File: config.mk
export PLATFORM = sky130hd
export DESIGN_NAME = video_write_arbiter_flat
export DESIGN_NICKNAME = d
export VERILOG_FILES = /design/src/rtl/video_write_arbiter_if.sv /design/src/rtl/video_write_arbiter.sv /design/src/flat_wrapper.sv
export SDC_FILE = /design/constraint.sdc
export NUM_CORES = 1
export LEC_CHECK = 0
export CORE_MARGIN = 2
export CORE_UTILIZATION = 44
export CTS_CLUSTER_DIAMETER = 200
export DETAILED_ROUTE_END_ITERATION = 8
export PLACE_DENSITY = 0.78
export RECOVER_POWER = 50
export SYNTH_ARGS = -nofsm -noshare
export SYNTH_HDL_FRONTEND = slang
export SYNTH_SLANG_ARGS = --single-unit
File: constraint.sdc
create_clock -name clock -period 2.67 [get_ports clock]
set_clock_uncertainty 0.05 [all_clocks]
set_input_delay 0.534 -clock clock [delete_from_list [all_inputs] [get_ports clock]]
set_output_delay 0.534 -clock clock [all_outputs]
set_load 0.05 [all_outputs]
File: src/rtl/video_write_arbiter_if.sv
`timescale 1ns/1ps
`default_nettype none
// ==========================================================================
// video_write_arbiter_if: host / CPU / clear-control and video RAM write bus
// Rev 1.0
// ==========================================================================
interface video_write_arbiter_if #(
  parameter int ADDR_W = 13
);
  logic              host_we;
  logic [ADDR_W-1:0] host_pos;
  logic [7:0]        host_char;
  logic [7:0]        host_color;
  logic              cpu_req;
  logic [ADDR_W-1:0] cpu_pos;
  logic [7:0]        cpu_char;
  logic [7:0]        cpu_color;
  logic              cpu_ack;
  logic              clear_start;
  logic              clear_busy;
  logic              host_dropped;
  logic [ADDR_W-1:0] ram_addr;
  logic              ram_we;
  logic [7:0]        ram_char;
  logic [7:0]        ram_color;

  modport slave (
    input  host_we, host_pos, host_char, host_color,
    input  cpu_req, cpu_pos, cpu_char, cpu_color,
    input  clear_start,
    output cpu_ack, clear_busy, host_dropped,
    output ram_addr, ram_we, ram_char, ram_color
  );

  modport master (
    output host_we, host_pos, host_char, host_color,
    output cpu_req, cpu_pos, cpu_char, cpu_color,
    output clear_start,
    input  cpu_ack, clear_busy, host_dropped,
    input  ram_addr, ram_we, ram_char, ram_color
  );
endinterface
`default_nettype wire

File: src/rtl/video_write_arbiter.sv
`timescale 1ns/1ps
`default_nettype none
// ==========================================================================
// video_write_arbiter: owns the video RAM write port; host, CPU and clear
// Rev 1.0
// ==========================================================================
module video_write_arbiter #(
  parameter int                ADDR_W      = 13,
  parameter logic [7:0]        CLEAR_CHAR  = 8'h20,
  parameter logic [7:0]        CLEAR_COLOR = 8'h07,
  parameter logic [ADDR_W-1:0] CLEAR_LAST  = {ADDR_W{1'b1}}
) (
  input wire                   clock,
  input wire                   reset,
  video_write_arbiter_if.slave bus
);

  typedef enum logic [0:0] {
    ST_IDLE  = 1'b0,
    ST_CLEAR = 1'b1
  } state_t;

  state_t            r_state, w_state_next;
  logic              r_sync1, r_sync2, r_sync3;
  logic [1:0]        r_arm;
  logic              w_armed;
  logic              w_host_edge;
  logic              r_host_pending;
  logic              r_host_dropped;
  logic [ADDR_W-1:0] r_host_pos;
  logic [7:0]        r_host_char;
  logic [7:0]        r_host_color;
  logic              r_last_cpu, w_last_cpu_next;
  logic [ADDR_W-1:0] r_cnt, w_cnt_next;
  logic              r_ram_we, w_ram_we_next;
  logic [ADDR_W-1:0] r_ram_addr, w_ram_addr_next;
  logic [7:0]        r_ram_char, w_ram_char_next;
  logic [7:0]        r_ram_color, w_ram_color_next;
  logic              r_cpu_ack, w_cpu_ack_next;
  logic              r_clear_busy, w_clear_busy_next;
  logic              w_grant_host;
  logic              w_cpu_valid;

  // Edges are ignored until the synchronizer has flushed its reset state.
  assign w_armed     = (r_arm == 2'd3);
  assign w_host_edge = r_sync2 & ~r_sync3 & w_armed;

  always_ff @(posedge clock or posedge reset) begin
    if (reset) begin
      r_sync1 <= 1'b0;
      r_sync2 <= 1'b0;
      r_sync3 <= 1'b0;
      r_arm   <= 2'd0;
    end else begin
      r_sync1 <= bus.host_we;
      r_sync2 <= r_sync1;
      r_sync3 <= r_sync2;
      if (!w_armed) r_arm <= r_arm + 2'd1;
    end
  end

  always_ff @(posedge clock or posedge reset) begin
    if (reset) begin
      r_host_pending <= 1'b0;
      r_host_dropped <= 1'b0;
      r_host_pos     <= '0;
      r_host_char    <= 8'h00;
      r_host_color   <= 8'h00;
    end else begin
      if (w_grant_host) r_host_pending <= 1'b0;
      if (w_host_edge) begin
        if (r_host_pending) begin
          r_host_dropped <= 1'b1;
        end else begin
          r_host_pending <= 1'b1;
          r_host_pos     <= bus.host_pos;
          r_host_char    <= bus.host_char;
          r_host_color   <= bus.host_color;
        end
      end
    end
  end

  // The request is still high while its ack is on the bus; it is not a new one yet.
  assign w_cpu_valid = bus.cpu_req & ~r_cpu_ack;

  always_comb begin
    w_state_next      = r_state;
    w_cnt_next        = r_cnt;
    w_last_cpu_next   = r_last_cpu;
    w_ram_we_next     = 1'b0;
    w_ram_addr_next   = r_ram_addr;
    w_ram_char_next   = r_ram_char;
    w_ram_color_next  = r_ram_color;
    w_cpu_ack_next    = 1'b0;
    w_clear_busy_next = 1'b0;
    w_grant_host      = 1'b0;
    case (r_state)
      ST_IDLE: begin
        if (bus.clear_start) begin
          w_ram_we_next     = 1'b1;
          w_ram_addr_next   = '0;
          w_ram_char_next   = CLEAR_CHAR;
          w_ram_color_next  = CLEAR_COLOR;
          w_clear_busy_next = 1'b1;
          if (CLEAR_LAST != '0) begin
            w_state_next = ST_CLEAR;
            w_cnt_next   = ADDR_W'(1);
          end
        end else if (r_host_pending && (!w_cpu_valid || r_last_cpu)) begin
          w_grant_host     = 1'b1;
          w_ram_we_next    = 1'b1;
          w_ram_addr_next  = r_host_pos;
          w_ram_char_next  = r_host_char;
          w_ram_color_next = r_host_color;
          if (w_cpu_valid) w_last_cpu_next = 1'b0;
        end else if (w_cpu_valid) begin
          w_cpu_ack_next   = 1'b1;
          w_ram_we_next    = 1'b1;
          w_ram_addr_next  = bus.cpu_pos;
          w_ram_char_next  = bus.cpu_char;
          w_ram_color_next = bus.cpu_color;
          if (r_host_pending) w_last_cpu_next = 1'b1;
        end
      end
      ST_CLEAR: begin
        w_ram_we_next     = 1'b1;
        w_ram_addr_next   = r_cnt;
        w_ram_char_next   = CLEAR_CHAR;
        w_ram_color_next  = CLEAR_COLOR;
        w_clear_busy_next = 1'b1;
        if (r_cnt == CLEAR_LAST) begin
          w_state_next = ST_IDLE;
          w_cnt_next   = '0;
        end else begin
          w_cnt_next = r_cnt + ADDR_W'(1);
        end
      end
      default: begin
        w_state_next = ST_IDLE;
        w_cnt_next   = '0;
      end
    endcase
  end

  always_ff @(posedge clock or posedge reset) begin
    if (reset) begin
      r_state      <= ST_IDLE;
      r_cnt        <= '0;
      r_last_cpu   <= 1'b1;
      r_ram_we     <= 1'b0;
      r_ram_addr   <= '0;
      r_ram_char   <= 8'h00;
      r_ram_color  <= 8'h00;
      r_cpu_ack    <= 1'b0;
      r_clear_busy <= 1'b0;
    end else begin
      r_state      <= w_state_next;
      r_cnt        <= w_cnt_next;
      r_last_cpu   <= w_last_cpu_next;
      r_ram_we     <= w_ram_we_next;
      r_ram_addr   <= w_ram_addr_next;
      r_ram_char   <= w_ram_char_next;
      r_ram_color  <= w_ram_color_next;
      r_cpu_ack    <= w_cpu_ack_next;
      r_clear_busy <= w_clear_busy_next;
    end
  end

  assign bus.ram_we       = r_ram_we;
  assign bus.ram_addr     = r_ram_addr;
  assign bus.ram_char     = r_ram_char;
  assign bus.ram_color    = r_ram_color;
  assign bus.cpu_ack      = r_cpu_ack;
  assign bus.clear_busy   = r_clear_busy;
  assign bus.host_dropped = r_host_dropped;

endmodule
`default_nettype wire
File: src/flat_wrapper.sv
// flat-port wrapper written by rule: the top's interface ports become plain ports
module video_write_arbiter_flat 
#(
  parameter int                ADDR_W      = 13,
  parameter logic [7:0]        CLEAR_CHAR  = 8'h20,
  parameter logic [7:0]        CLEAR_COLOR = 8'h07,
  parameter logic [ADDR_W-1:0] CLEAR_LAST  = {ADDR_W{1'b1}}
)
  (clock, reset, bus_host_we, bus_host_pos, bus_host_char, bus_host_color, bus_cpu_req, bus_cpu_pos, bus_cpu_char, bus_cpu_color, bus_clear_start, bus_cpu_ack, bus_clear_busy, bus_host_dropped, bus_ram_addr, bus_ram_we, bus_ram_char, bus_ram_color);
  video_write_arbiter_if #(.ADDR_W(ADDR_W)) bus_i ();
  input wire clock;
  input wire reset;
  input wire logic [$bits(bus_i.host_we)-1:0] bus_host_we;
  input wire logic [$bits(bus_i.host_pos)-1:0] bus_host_pos;
  input wire logic [$bits(bus_i.host_char)-1:0] bus_host_char;
  input wire logic [$bits(bus_i.host_color)-1:0] bus_host_color;
  input wire logic [$bits(bus_i.cpu_req)-1:0] bus_cpu_req;
  input wire logic [$bits(bus_i.cpu_pos)-1:0] bus_cpu_pos;
  input wire logic [$bits(bus_i.cpu_char)-1:0] bus_cpu_char;
  input wire logic [$bits(bus_i.cpu_color)-1:0] bus_cpu_color;
  input wire logic [$bits(bus_i.clear_start)-1:0] bus_clear_start;
  output wire logic [$bits(bus_i.cpu_ack)-1:0] bus_cpu_ack;
  output wire logic [$bits(bus_i.clear_busy)-1:0] bus_clear_busy;
  output wire logic [$bits(bus_i.host_dropped)-1:0] bus_host_dropped;
  output wire logic [$bits(bus_i.ram_addr)-1:0] bus_ram_addr;
  output wire logic [$bits(bus_i.ram_we)-1:0] bus_ram_we;
  output wire logic [$bits(bus_i.ram_char)-1:0] bus_ram_char;
  output wire logic [$bits(bus_i.ram_color)-1:0] bus_ram_color;
  assign bus_i.host_we = bus_host_we;
  assign bus_i.host_pos = bus_host_pos;
  assign bus_i.host_char = bus_host_char;
  assign bus_i.host_color = bus_host_color;
  assign bus_i.cpu_req = bus_cpu_req;
  assign bus_i.cpu_pos = bus_cpu_pos;
  assign bus_i.cpu_char = bus_cpu_char;
  assign bus_i.cpu_color = bus_cpu_color;
  assign bus_i.clear_start = bus_clear_start;
  assign bus_cpu_ack = bus_i.cpu_ack;
  assign bus_clear_busy = bus_i.clear_busy;
  assign bus_host_dropped = bus_i.host_dropped;
  assign bus_ram_addr = bus_i.ram_addr;
  assign bus_ram_we = bus_i.ram_we;
  assign bus_ram_char = bus_i.ram_char;
  assign bus_ram_color = bus_i.ram_color;
  video_write_arbiter #(.ADDR_W(ADDR_W), .CLEAR_CHAR(CLEAR_CHAR), .CLEAR_COLOR(CLEAR_COLOR), .CLEAR_LAST(CLEAR_LAST)) u_core (.clock(clock), .reset(reset), .bus(bus_i));
endmodule
==> impl_results.md <==
- # nets final: 466
- Post-CTS sizing: 0
- Setup Buffers After CTS: 0
- Remaining DRCs: 0
- WS Path Type: flip-flop to flip-flop
- Vias in the first global route: around 2700
- Clk_lat worst skew: 0.35 ns
- Fin crit share: 0.812
- CP Depth: 5
- Met1 GRT Util: 0.259
- Met3 GRT Util: 0.0511
- Setup WS post-layout: around 0.5 ns
- Post-synth EDFFs: 0
- Fin util: 0.607
- H-tree depth: 3
- Tightest Hold Check Type: flip-flop to flip-flop
- Hold Vio Cnt, Final: 0
- Most common cell after layout, fill and taps aside: clkdlybuf4s50_1
- GRT busiest layer: met2
- Final setup viols: 0
- Main flop type after synthesis: dfrtp_1
- Fillers: 658
- Outcome: completed
- Mapped Avg Cell Area: 11.9 um^2
- Most frequent cells in the layout: clkdlybuf4s50_1, dfrtp_1, o21ai_0
- I/O Buffers: between 90 and 100
- VDD IR max: around 0.00045 V
- GRT met2 Usage: 0.346
- Placed instance count: approximately 500
- Synth Net Count: between 300 and 400
- #FFs+latches synth: 83
- Mapped Cells: about 300
- Finished Layout Cells: 511
- Final WL: about 8500 um
- Post-place setup slack: 0.520 ns
- Sequential fraction of the synthesis area: 0.571
- Drt wl/cell: ~17 um
- 1st-pass router iterations: 4
- Max Clk Rate: about 460 MHz
- Delay-heaviest family, CP: compound AO/OA/AOI/OAI gates
- LEAKAGE: around 2.1 nW
- Top cells by area, synth: dfrtp_1, mux2_2, mux2i_1
- Row count: 33
- Die span in x: around 95 um
- Headroom to the max-slew limit: 0.276
- Post-route total power: slightly below 4 mW
- Clk sink count: 83
- Fin Setup TNS: 0 ns
- Core area: around 0.0081 mm^2
- Worst Path Buf+Inv: 0
- Worst Path Arrival: 2.36 ns
- Final Cell Area: a little under 0.005 mm^2
- Io pins: 96
- Post-route ant nets: 0
- Vias: 2774
- CP endpoint kind: flip-flop
- Share of cells above drive strength 1: 0.145
- Max incr delay on CP: 0.53 ns
- CTS tree: done
- Num CTS Buffers: 9
- Clk slew on worst S/H paths: 0.08 ns
- Clk root buf: clkbuf_8
- Max-cap viol count: 0
- First-pass GRT wire length: approximately 14000 um
- Least-Margin Pin Slew: between 1 and 1.5 ns
- PD cells: ~800 mW/mm^2
- Ys async rst share: 1.00
- Post-Syn Area: roughly 0.0036 mm^2
- Area leader, netlist: dfrtp_1
- Area Growth Syn to Fin: 35.7%
- Largest net degree at the start of global routing: between 80 and 90
- Via density: 5.43
- Dpl hpwl: ~6000 um
- DIE HEIGHT: approximately 95 um
- Gr ovfl total: 0
- Worst path required time: 2.86 ns
- Yosys top cell area share: 0.564
- CP max FO: 8
- RSZ-0062 raised after global routing: false
- Slowest-stage cell, CP: o41ai_4
- Unique masters post-synth: 44
- Worst-path cell chain: ha_1 > nand4_1 > o41ai_4 > o21ai_0 > a22o_1
- WHS: between 0.3 and 0.4 ns
- # hold bufs at CTS: 0
- Final RePlAce weighted congestion: around 0.79
- Largest buffer count on any clock path: 2
- DRT iter0 DRCs: 135
- Yosys warning count: 0
- Hold path depth: 0
- Tmin final: approximately 2.2 ns
- Die area: around 0.009 mm^2
- Initial Util: 0.447
- GRT Total Usage: 0.204
- Fin. max-slew vios: 0
- Placed Area: about 0.0047 mm^2
- # diodes: 0
- Reg2reg path depth: 5
- Critical path launch point type: flip-flop
- Antenna violations before repair: 0
==> cell usage after synthesis, types with 2 or more instances <==
cell type  instances
a21oi_1           18
dfrtp_1           82
inv_1              7
o22ai_1            2
ha_1               2
or4_1              2
a22o_1             3
buf_2              5
o21ai_0           34
nor2_1             9
mux2_2            30
xnor2_1            4
and3_1             2
mux2i_1           28
buf_1              3
a21o_1             2
nand2_1           13
a22oi_1           11
a31oi_1            2
nor3_1             8
clkbuf_1           9
nand3_1            7
==> layout make-up <==
type,instances,area [um^2],area share
inverter,8,33.8,0.00684
clock inverter,6,88.8,0.0180
multi-input combinational,197,1460,0.295
sequential,83,2080,0.421
tap,105,131,0.0266
clock buffer,10,138,0.0279
timing repair buffer,102,1010,0.205
==> report_power, final <==
group / switching (mW) / internal, mW
clock: 0.447 / 0.552
combinational: 0.540 / 0.540
sequential: 0.281 / 1.61
total: 1.27 / 2.70
==> worst register-to-register path: stages, from the launching register on <==
cell and delay (ns):
dfrtp_1 0.48, ha_1 0.27, nand4_1 0.35, o41ai_4 0.53, o21ai_0 0.18, a22o_1 0.20
==> state kept, by name (all words and copies together), names as in the netlist, 2 cells and up <==
signal	cells
u_core.r_host_char	8
u_core.r_host_color	8
u_core.r_host_pos	13
u_core.bus.ram_char	8
u_core.bus.ram_color	8
u_core.r_cnt	13
u_core.r_arm	2
u_core.bus.ram_addr	13
==> per-layer routing <==
layer	wire length [um]	share of wire
met1	3410	0.40
met2	4460	0.52
met3	496	0.058
met4	172	0.020
met5	0	0
==> cell families (layout without fill, tap and decap cells) <==
group / Yosys count / in the layout / share of synthesized area
compound gates: 83 / 83 / 0.144
xor+xnor: 5 / 5 / 0.0120
fa+ha+maj: 2 / 2 / 0.00687
buf+inv: 25 / 126 / 0.0275
flops: 83 / 83 / 0.571
mux: 58 / 58 / 0.170
simple gates: 49 / 49 / 0.0691
==> final timing paths <==
path / start / endpoint / slack (ns)
max in group asynchronous: reset / u_core.r_host_pos[9] / 0.88
hold reg to reg: u_core.r_sync1 / u_core.r_sync2 / 0.31
min in group asynchronous: reset / u_core.r_cnt[8] / 1.00
setup / recovery: u_core.r_cnt[0] / u_core.r_cnt[5] / 0.50
hold / removal: u_core.r_sync1 / u_core.r_sync2 / 0.31
setup reg to reg: u_core.r_cnt[0] / u_core.r_cnt[5] / 0.50
Note: power is estimated with default switching activity, not from simulation.
